--- src/rtl/ula_controller.sv ---
// ula_controller: request/response sequencer for the 8-bit-in / 16-bit-out ULA.
// Accepts one operation at a time. Logic and add/sub complete in one cycle;
// multiply runs an 8-iteration shift-add loop. The result and the flag
// register are owned here and change only when an operation completes.
module ula_controller (
  input  logic        clk,
  input  logic        rst,
  input  logic        req_valid,
  output logic        req_ready,
  input  logic [2:0]  op,
  input  logic [7:0]  a,
  input  logic [7:0]  b,
  output logic        rsp_valid,
  input  logic        rsp_ready,
  output logic [15:0] result,
  output logic        zero_flag,
  output logic        sign_flag,
  output logic        carry_flag,
  output logic        overflow_flag,
  output logic        busy
);

  localparam logic [2:0] OP_ADD = 3'b000;
  localparam logic [2:0] OP_SUB = 3'b001;
  localparam logic [2:0] OP_AND = 3'b010;
  localparam logic [2:0] OP_OR  = 3'b011;
  localparam logic [2:0] OP_XOR = 3'b100;
  localparam logic [2:0] OP_MUL = 3'b101;

  typedef enum logic [1:0] {
    IDLE    = 2'd0,
    MUL_RUN = 2'd1,
    DONE    = 2'd2
  } state_t;

  state_t      state_q;
  state_t      state_d;

  // Multiply working registers, loaded when a request is accepted
  logic [7:0]  mcand_q;
  logic [7:0]  mplier_q;
  logic [15:0] acc_q;
  logic [2:0]  cnt_q;

  // Registered result and flags
  logic [15:0] result_q;
  logic        zero_q;
  logic        sign_q;
  logic        carry_q;
  logic        ovf_q;

  // Single-cycle ALU outputs
  logic [8:0]  sum9;
  logic [8:0]  diff9;
  logic [15:0] alu_result;
  logic        alu_carry;
  logic        alu_ovf;

  // Shift-add step and completion load controls
  logic [15:0] partial;
  logic [15:0] acc_next;
  logic        accept;
  logic        load_en;
  logic [15:0] load_value;
  logic        load_carry;
  logic        load_ovf;

  assign accept = (state_q == IDLE) && req_valid;

  // Single-cycle operations are evaluated straight from the request inputs
  always_comb begin
    sum9       = {1'b0, a} + {1'b0, b};
    diff9      = {1'b0, a} - {1'b0, b};
    alu_result = 16'h0000;
    alu_carry  = 1'b0;
    alu_ovf    = 1'b0;
    case (op)
      OP_ADD: begin
        alu_result = {7'b0, sum9};
        alu_carry  = sum9[8];
        alu_ovf    = (a[7] == b[7]) && (sum9[7] != a[7]);
      end
      OP_SUB: begin
        alu_result = {{7{diff9[8]}}, diff9};
        alu_carry  = diff9[8];
        alu_ovf    = (a[7] != b[7]) && (diff9[7] != a[7]);
      end
      OP_AND:  alu_result = {8'h00, a & b};
      OP_OR:   alu_result = {8'h00, a | b};
      OP_XOR:  alu_result = {8'h00, a ^ b};
      default: alu_result = 16'h0000;
    endcase
  end

  // One multiply iteration: add the multiplicand shifted by the current bit index
  always_comb begin
    partial  = 16'h0000;
    if (mplier_q[cnt_q]) begin
      partial = {8'h00, mcand_q} << cnt_q;
    end
    acc_next = acc_q + partial;
  end

  // Next-state logic and selection of the value loaded at completion
  always_comb begin
    state_d    = state_q;
    load_en    = 1'b0;
    load_value = 16'h0000;
    load_carry = 1'b0;
    load_ovf   = 1'b0;
    case (state_q)
      IDLE: begin
        if (req_valid) begin
          if (op == OP_MUL) begin
            state_d = MUL_RUN;
          end else begin
            state_d    = DONE;
            load_en    = 1'b1;
            load_value = alu_result;
            load_carry = alu_carry;
            load_ovf   = alu_ovf;
          end
        end
      end
      MUL_RUN: begin
        if (cnt_q == 3'd7) begin
          state_d    = DONE;
          load_en    = 1'b1;
          load_value = acc_next;
        end
      end
      DONE: begin
        if (rsp_ready) begin
          state_d = IDLE;
        end
      end
      default: state_d = IDLE;
    endcase
  end

  // State register
  always_ff @(posedge clk or posedge rst) begin
    if (rst) begin
      state_q <= IDLE;
    end else begin
      state_q <= state_d;
    end
  end

  // Multiply operands, accumulator and iteration counter
  always_ff @(posedge clk or posedge rst) begin
    if (rst) begin
      mcand_q  <= 8'h00;
      mplier_q <= 8'h00;
      acc_q    <= 16'h0000;
      cnt_q    <= 3'd0;
    end else if (accept) begin
      mcand_q  <= a;
      mplier_q <= b;
      acc_q    <= 16'h0000;
      cnt_q    <= 3'd0;
    end else if (state_q == MUL_RUN) begin
      acc_q    <= acc_next;
      cnt_q    <= cnt_q + 3'd1;
    end
  end

  // Result and flag register, written only when an operation completes
  always_ff @(posedge clk or posedge rst) begin
    if (rst) begin
      result_q <= 16'h0000;
      zero_q   <= 1'b0;
      sign_q   <= 1'b0;
      carry_q  <= 1'b0;
      ovf_q    <= 1'b0;
    end else if (load_en) begin
      result_q <= load_value;
      zero_q   <= (load_value == 16'h0000);
      sign_q   <= load_value[15];
      carry_q  <= load_carry;
      ovf_q    <= load_ovf;
    end
  end

  assign req_ready     = (state_q == IDLE);
  assign rsp_valid     = (state_q == DONE);
  assign busy          = (state_q != IDLE);
  assign result        = result_q;
  assign zero_flag     = zero_q;
  assign sign_flag     = sign_q;
  assign carry_flag    = carry_q;
  assign overflow_flag = ovf_q;

endmodule

--- config.mk ---
export PLATFORM = sky130hd
export DESIGN_NAME = ula_controller
export DESIGN_NICKNAME = d
export VERILOG_FILES = /design/src/rtl/ula_controller.sv
export SDC_FILE = /design/constraint.sdc
export NUM_CORES = 1
export LEC_CHECK = 0
export BUFFER_PORTS_ARGS = -buffer_cell sky130_fd_sc_hd__buf_2
export CORE_ASPECT_RATIO = 1.75
export CORE_MARGIN = 2
export CORE_UTILIZATION = 43
export CTS_BUF_LIST = sky130_fd_sc_hd__clkbuf_4 sky130_fd_sc_hd__clkbuf_8 sky130_fd_sc_hd__clkbuf_16
export DETAILED_ROUTE_END_ITERATION = 16
export PLACE_DENSITY = 0.57
export SLEW_MARGIN = 40
export SYNTH_ARGS = -nofsm -noshare
export SYNTH_HDL_FRONTEND = slang
export SYNTH_SLANG_ARGS = --single-unit
--- constraint.sdc ---
create_clock -name clk -period 8.3 [get_ports clk]
set_input_delay 0.415 -clock clk [delete_from_list [all_inputs] [get_ports clk]]
set_output_delay 0.415 -clock clk [all_outputs]
set_load 0.05 [all_outputs]
# After elaboration in Yosys (flattened, before gate mapping)
# Index checks and enable logic that the tools add are counted.
[totals]
inputBits = 23
word_cells = 72
output_inout_bits = 23
ff_bits = 57
[op_classes]
n_lt_le_gt_ge = 1
eq_ne = 15
shifts = 1
add_sub_neg = 4
bitwise_logic = 3
n_reduce_logical = 9
n_mux = 29
[op_table]
columns = ["op", "count"]
rows = [
  ["16-bit two-way mux", 6],
  ["16-bit one-hot mux with 5 select lines", 1],
  ["16-bit one-hot mux with 2 select lines", 1],
  ["16-bit adder", 1],
  ["16-bit logical NOT", 1],
  ["8-bit by 3-bit left shift with 16-bit output", 1],
  ["1-bit two-way mux", 10],
  ["8-bit by 8-bit adder with 9-bit output", 1],
  ["3-bit == test, second input constant", 3],
  ["8-bit by 8-bit subtractor with 9-bit output", 1],
  ["8-bit AND", 1],
  ["2-bit two-way mux", 4],
  ["8-bit bitwise OR", 1],
  ["8-bit XOR", 1],
  ["3-bit by 2-bit == test with 1-bit output, second input constant", 2],
  ["3-bit two-way mux", 2],
  ["1-bit one-hot mux with 2 select lines", 3],
  ["2-bit one-hot mux with 3 select lines", 1],
  ["3-bit by 4-bit < comparator with 1-bit output, second input constant", 1],
  ["2-bit inequality test, second input constant", 2],
  ["2-bit nonzero test", 2],
  ["3-bit by 1-bit adder with 3-bit output, second input constant", 1],
  ["1-bit binary-select mux with 3-bit select", 1],
  ["3-bit by 1-bit == test with 1-bit output, second input constant", 1],
  ["9 further kinds", 13],
]

# Logic depth before layout (Yosys ltp)
[logic_depth]
word_depth = 7
ltp_mapped = 16
mapped_depth_nobuf = 15

# Least setup slack after synthesis
# OpenSTA, ideal clock, no wires.
[synth_timing]
kind = "register -> register"
from = "reg cnt_q[0]"
to = "reg zero_q (netlist: zero_flag)"
setup_time_ps = 69
slack_ps = 4630
path_stages_with_launch = 17
synth_period_minus_slack_ps = 3670
t_required_ps = 8231
t_arrival_ps = 3601
n_path_buf = 3
path_cell_list = "dfrtp_1 clkbuf_1 mux4_2 nand2b_1 and2_1 clkbuf_1 nor2_1 ha_1 clkbuf_1 o211a_1 o31ai_1 a21oi_1 xor2_1 a211oi_1 o21ai_1 nor4b_1 a32o_1"
[synth_between]
elab_chain_len = 7
elab_cells_between_ends = 11
cone_classes = "1 x add/sub; 1 x eq/ne; 1 x shift; 7 x mux; 1 x reduce/logical"
[synth_rtl]
columns = ["element", "line_no", "source"]
rows = [
  ["from (decl)", "43", "logic [2:0] cnt_q;"],
  ["from (signal assigned)", "164", "cnt_q <= cnt_q + 3'd1;"],
  ["1-bit binary-select mux with 3-bit select", "98", "if (mplier_q[cnt_q]) begin"],
  ["1-bit two-way mux (not written as such)", "98", ""],
  ["16-bit two-way mux", "98", ""],
  ["16-bit adder", "101", "acc_next = acc_q + partial;"],
  ["16-bit two-way mux", "126", "if (cnt_q == 3'd7) begin"],
  ["16-bit one-hot mux with 2 select lines", "111", "case (state_q)"],
  ["16-bit logical NOT", "178", "zero_q <= (load_value == 16'h0000);"],
  ["to (signal assigned)", "178", ""],
  ["to (decl)", "47", "logic zero_q;"],
]
# Parallel ways exist; a longest one is shown, timed or not. The select of a mux whose other input is x is not followed.
# A chain may end at the register's enable or synchronous reset.

# Worst setup path in the final report
# Same ends and word-level chain as after synthesis.

==> results.py <==
metrics = {
    "sta": {
        "setup_slack_ns": 4.199,
        "worst_pin_slew_ns": 0.6241,
        "fin_crit_ns": 4.101,
        "final-setup-viol-count": 0,
        "max_slew_margin_pct": 58.40,
        "tns_ns": 0,
        "rsz0062_at_grt": "false",
        "finalHoldViolCount": 0,
        "fmax_mhz": 243.8,
        "fin_skew_ns": 0.006841,
        "period_share_pct": 49.41,
        "hold_slack_ns": 0.1507,
        "maxSlewViolCount": 0,
    },
    "drt": {
        "drt-total-wl_um": 14300,
        "first_pass_iters": 4,
        "final_antenna_net_count": 0,
        "wl_per_cell_um": 19.29,
        "drc": 0,
        "vias": 4295,
        "drtIter0Drc": 234,
        "viasPerCell": 5.796,
    },
    "setup_path": {
        "rr_worst_depth": 13,
        "crit_chain": "mux4_2, nand2_1, and2_1, nor2_1, ha_1, and3_1, and3_1, a211oi_2, xnor2_1, a21oi_1, and4b_1, nor4b_1, a32o_1",
        "crit_path_end_kind": "flop",
        "cp_common_cell": "and3_1",
        "cp.arrival_ns": 4.30,
        "cp_max_fo": 19,
        "cp.required_ns": 8.49,
        "cp_slowest_stage_delay_ns": 0.71,
        "crit_buf_inv": 0,
        "crit_slowest_cell": "dfrtp_1",
        "crit_type": "flop to flop",
        "crit_family": "simple AND/OR/NAND/NOR gates",
        "start_kind": "flop",
        "r2r_start": "cnt_q[0]",
        "reg2reg_slack_ns": 4.20,
        "r2r-end": "zero_flag",
    },
    "placement": {
        "place_congestion": 0.9380,
        "io_buffers": 45,
        "hpwl_um": 11440,
        "place_ws_ns": 4.203,
        "place_area_um2": 4941,
    },
    "global_route": {
        "grtUsageTotal_pct": 25.84,
        "grt_use_met3_pct": 2.036,
        "grt_pass1_vias": 4402,
        "antenna_found_initial": 0,
        "met2_usage_pct": 47.41,
        "grt_overflow": 0,
        "grt_pass1_wl_um": 22760,
        "grt_busiest_layer": "met2",
        "use_met1_pct": 26.42,
        "grt_max_degree": 57,
    },
    "cts": {
        "insertion_delay_ns": 0.30,
        "cts-hold-fix-buffers": 0,
        "ctsResizeCount": 0,
        "clock_path_buffers": 2,
        "cts_tree": "done",
        "cts_sinks": 56,
        "cts-root-buf": "clkbuf_16",
        "cts_setup_buffers": 0,
        "ctsHtreeMaxLevel": 2,
        "clkTransAtPathRegs_ns": 0.08,
        "cts_buffers": 5,
    },
    "run_status": {
        "status": "complete, no violations",
    },
    "pwr": {
        "power_density_nw_per_um2": 197.7,
        "vdd_drop_max_uv": 108.9,
        "power.leakage_nw": 2.468,
    },
    "logic_synthesis": {
        "ys.flop_type": "dfrtp_1",
        "synth_warnings": 0,
        "synth_seq_area_share_pct": 30.02,
        "syn_inst": 587,
        "syn_avg_cell_area_um2": 7.953,
        "yosysTopAreaCell": "dfrtp_1",
        "synth_edf_count": 0,
        "syn-cell-area_um2": 4668,
        "synth_nets": 655,
        "yosysTopAreaCellShare_pct": 30.02,
        "ys_ff_latch": 56,
        "async_flop_share_pct": 100.0,
        "yosysUniqueCellTypes": 67,
        "netlist_top_cells_area": "dfrtp_1 30%, ha_1 11%, nand2_1 6.4%, o21ai_0 5.7%, a21oi_1 4.7%",
    },
    "floorplan": {
        "core-area_um2": 10640,
        "io_pins": 46,
        "initial_utilization_pct": 43.89,
        "core.rowCount": 50,
        "dieWidth_um": 82.77,
        "die_area_um2": 11740,
        "die_y_um": 141.8,
    },
    "finish": {
        "final_cell_area_um2": 5132,
        "area_growth_pct": 9.944,
        "fin_nets": 678,
        "diodes": 0,
        "drive_above_1_share_pct": 12.77,
    },
    "job": {
        "maxCapViolations": 0,
    },
    "hold_path": {
        "min_path_type": "primary input to async pin",
    },
}
[report_power, final]
part           switching, mW  leakage, nW  total [mW]  internal [mW]
clock network          0.103       0.0849       0.250          0.147
logic                  0.274         1.65       0.405          0.131
registers             0.0404        0.737       0.359          0.319
[worst reg2reg max path: cells and delay by family (launching register included)]
kind                     cells  cell delay [ns]
AO/OA/AOI/OAI                3             0.52
XOR/XNOR                     1             0.42
adder cells (fa/ha/maj)      1             0.43
flip-flops                   1             0.71
multiplexers                 1             0.58
AND/OR/NAND/NOR              7             1.36
[metal layers]
metal / vias to the layer above / share of wire [%]
met2: 104 / 54
met5: - / 0
met3: 47 / 2.3
met1: 2023 / 35
met4: 0 / 7.7
li1: 2121 / -
[through the flow]
step,total power [mW],utilization [%],std cells
after floorplan,0.6601,-,587
after global placement,0.7639,46.41,732
after detailed placement,0.7684,46.46,732
after CTS,1.019,48.07,740
after global routing,1.077,48.26,741
final,1.015,48.26,741
[worst max path at each step]
| stage | startpoint | endpoint | slack, ns | cells past startpoint |
|---|---|---|---|---|
| floorplan | cnt_q[0] | zero_flag | 4.63 | 16 |
| global placement | cnt_q[0] | zero_flag | 4.22 | 13 |
| detailed placement | cnt_q[0] | zero_flag | 4.20 | 13 |
| CTS | cnt_q[0] | zero_flag | 4.20 | 13 |
| global route | cnt_q[0] | zero_flag | 3.87 | 14 |
| finish | cnt_q[0] | zero_flag | 4.20 | 13 |
[cell usage after synthesis (6+ instances only)]
cell	n
nand2_1	79
dfrtp_1	56
o21ai_0	53
nor2_1	48
a21oi_1	44
ha_1	42
inv_1	32
nand3_1	29
clkbuf_1	26
nor2b_1	12
nor3_1	12
nand2b_1	11
xnor2_1	10
a211oi_1	9
a31oi_1	8
and2_1	7
mux2i_1	7
a211o_1	6
[flip-flops by register name, summed over array words and instances, names as in the netlist]
name and cells:
acc_q 16, carry_flag 1, cnt_q 3, mcand_q 8, mplier_q 8, overflow_flag 1
result 16, state_q 2, zero_flag 1
[kinds of logic (layout without fill, tap and decap cells)]
family	after synthesis	in the layout	share of synthesized area, %
simple gates	224	224	22.78
compound gates	166	166	22.30
buf+inv	67	91	5.869
flops	56	56	30.02
fa+ha+maj	45	45	12.54
xor+xnor	15	15	2.814
mux	14	14	3.672
[final cells by class]
class                           instances  area, µm²
Fill cell                            1083       5503
Multi-Input combinational cell        464       2998
Sequential cell                        56       1401
Timing Repair Buffer                   50      275.3
Tap cell                              130      162.7
Clock buffer                            6      132.6
Inverter                               33      123.9
Clock inverter                          2      38.79
[cell usage in the layout (no fill, tap or decap), types with 3 or more instances in the layout]
master and instances:
a31oi_1 8, clkbuf_16 5, o22ai_1 3, mux2_2 5
fa_1 3, o21ai_0 53, o211ai_1 4, xnor2_1 10
o31ai_1 5, o311ai_0 3, nand3b_1 3, a211oi_1 9
nor4_1 3, a21o_1 5, xor2_1 5, buf_4 4
dfrtp_1 56, and3_1 4, nor3_1 12, ha_1 42
nand2b_1 10, a221o_1 4, mux2i_1 7, buf_2 45
inv_1 31, and2_1 7, nand3_1 29, nor2b_1 11
a211o_1 6, a21oi_1 44, nand2_1 79, nor2_1 48
a41oi_1 3
No activity file was read; power rests on OpenSTA's default activity.
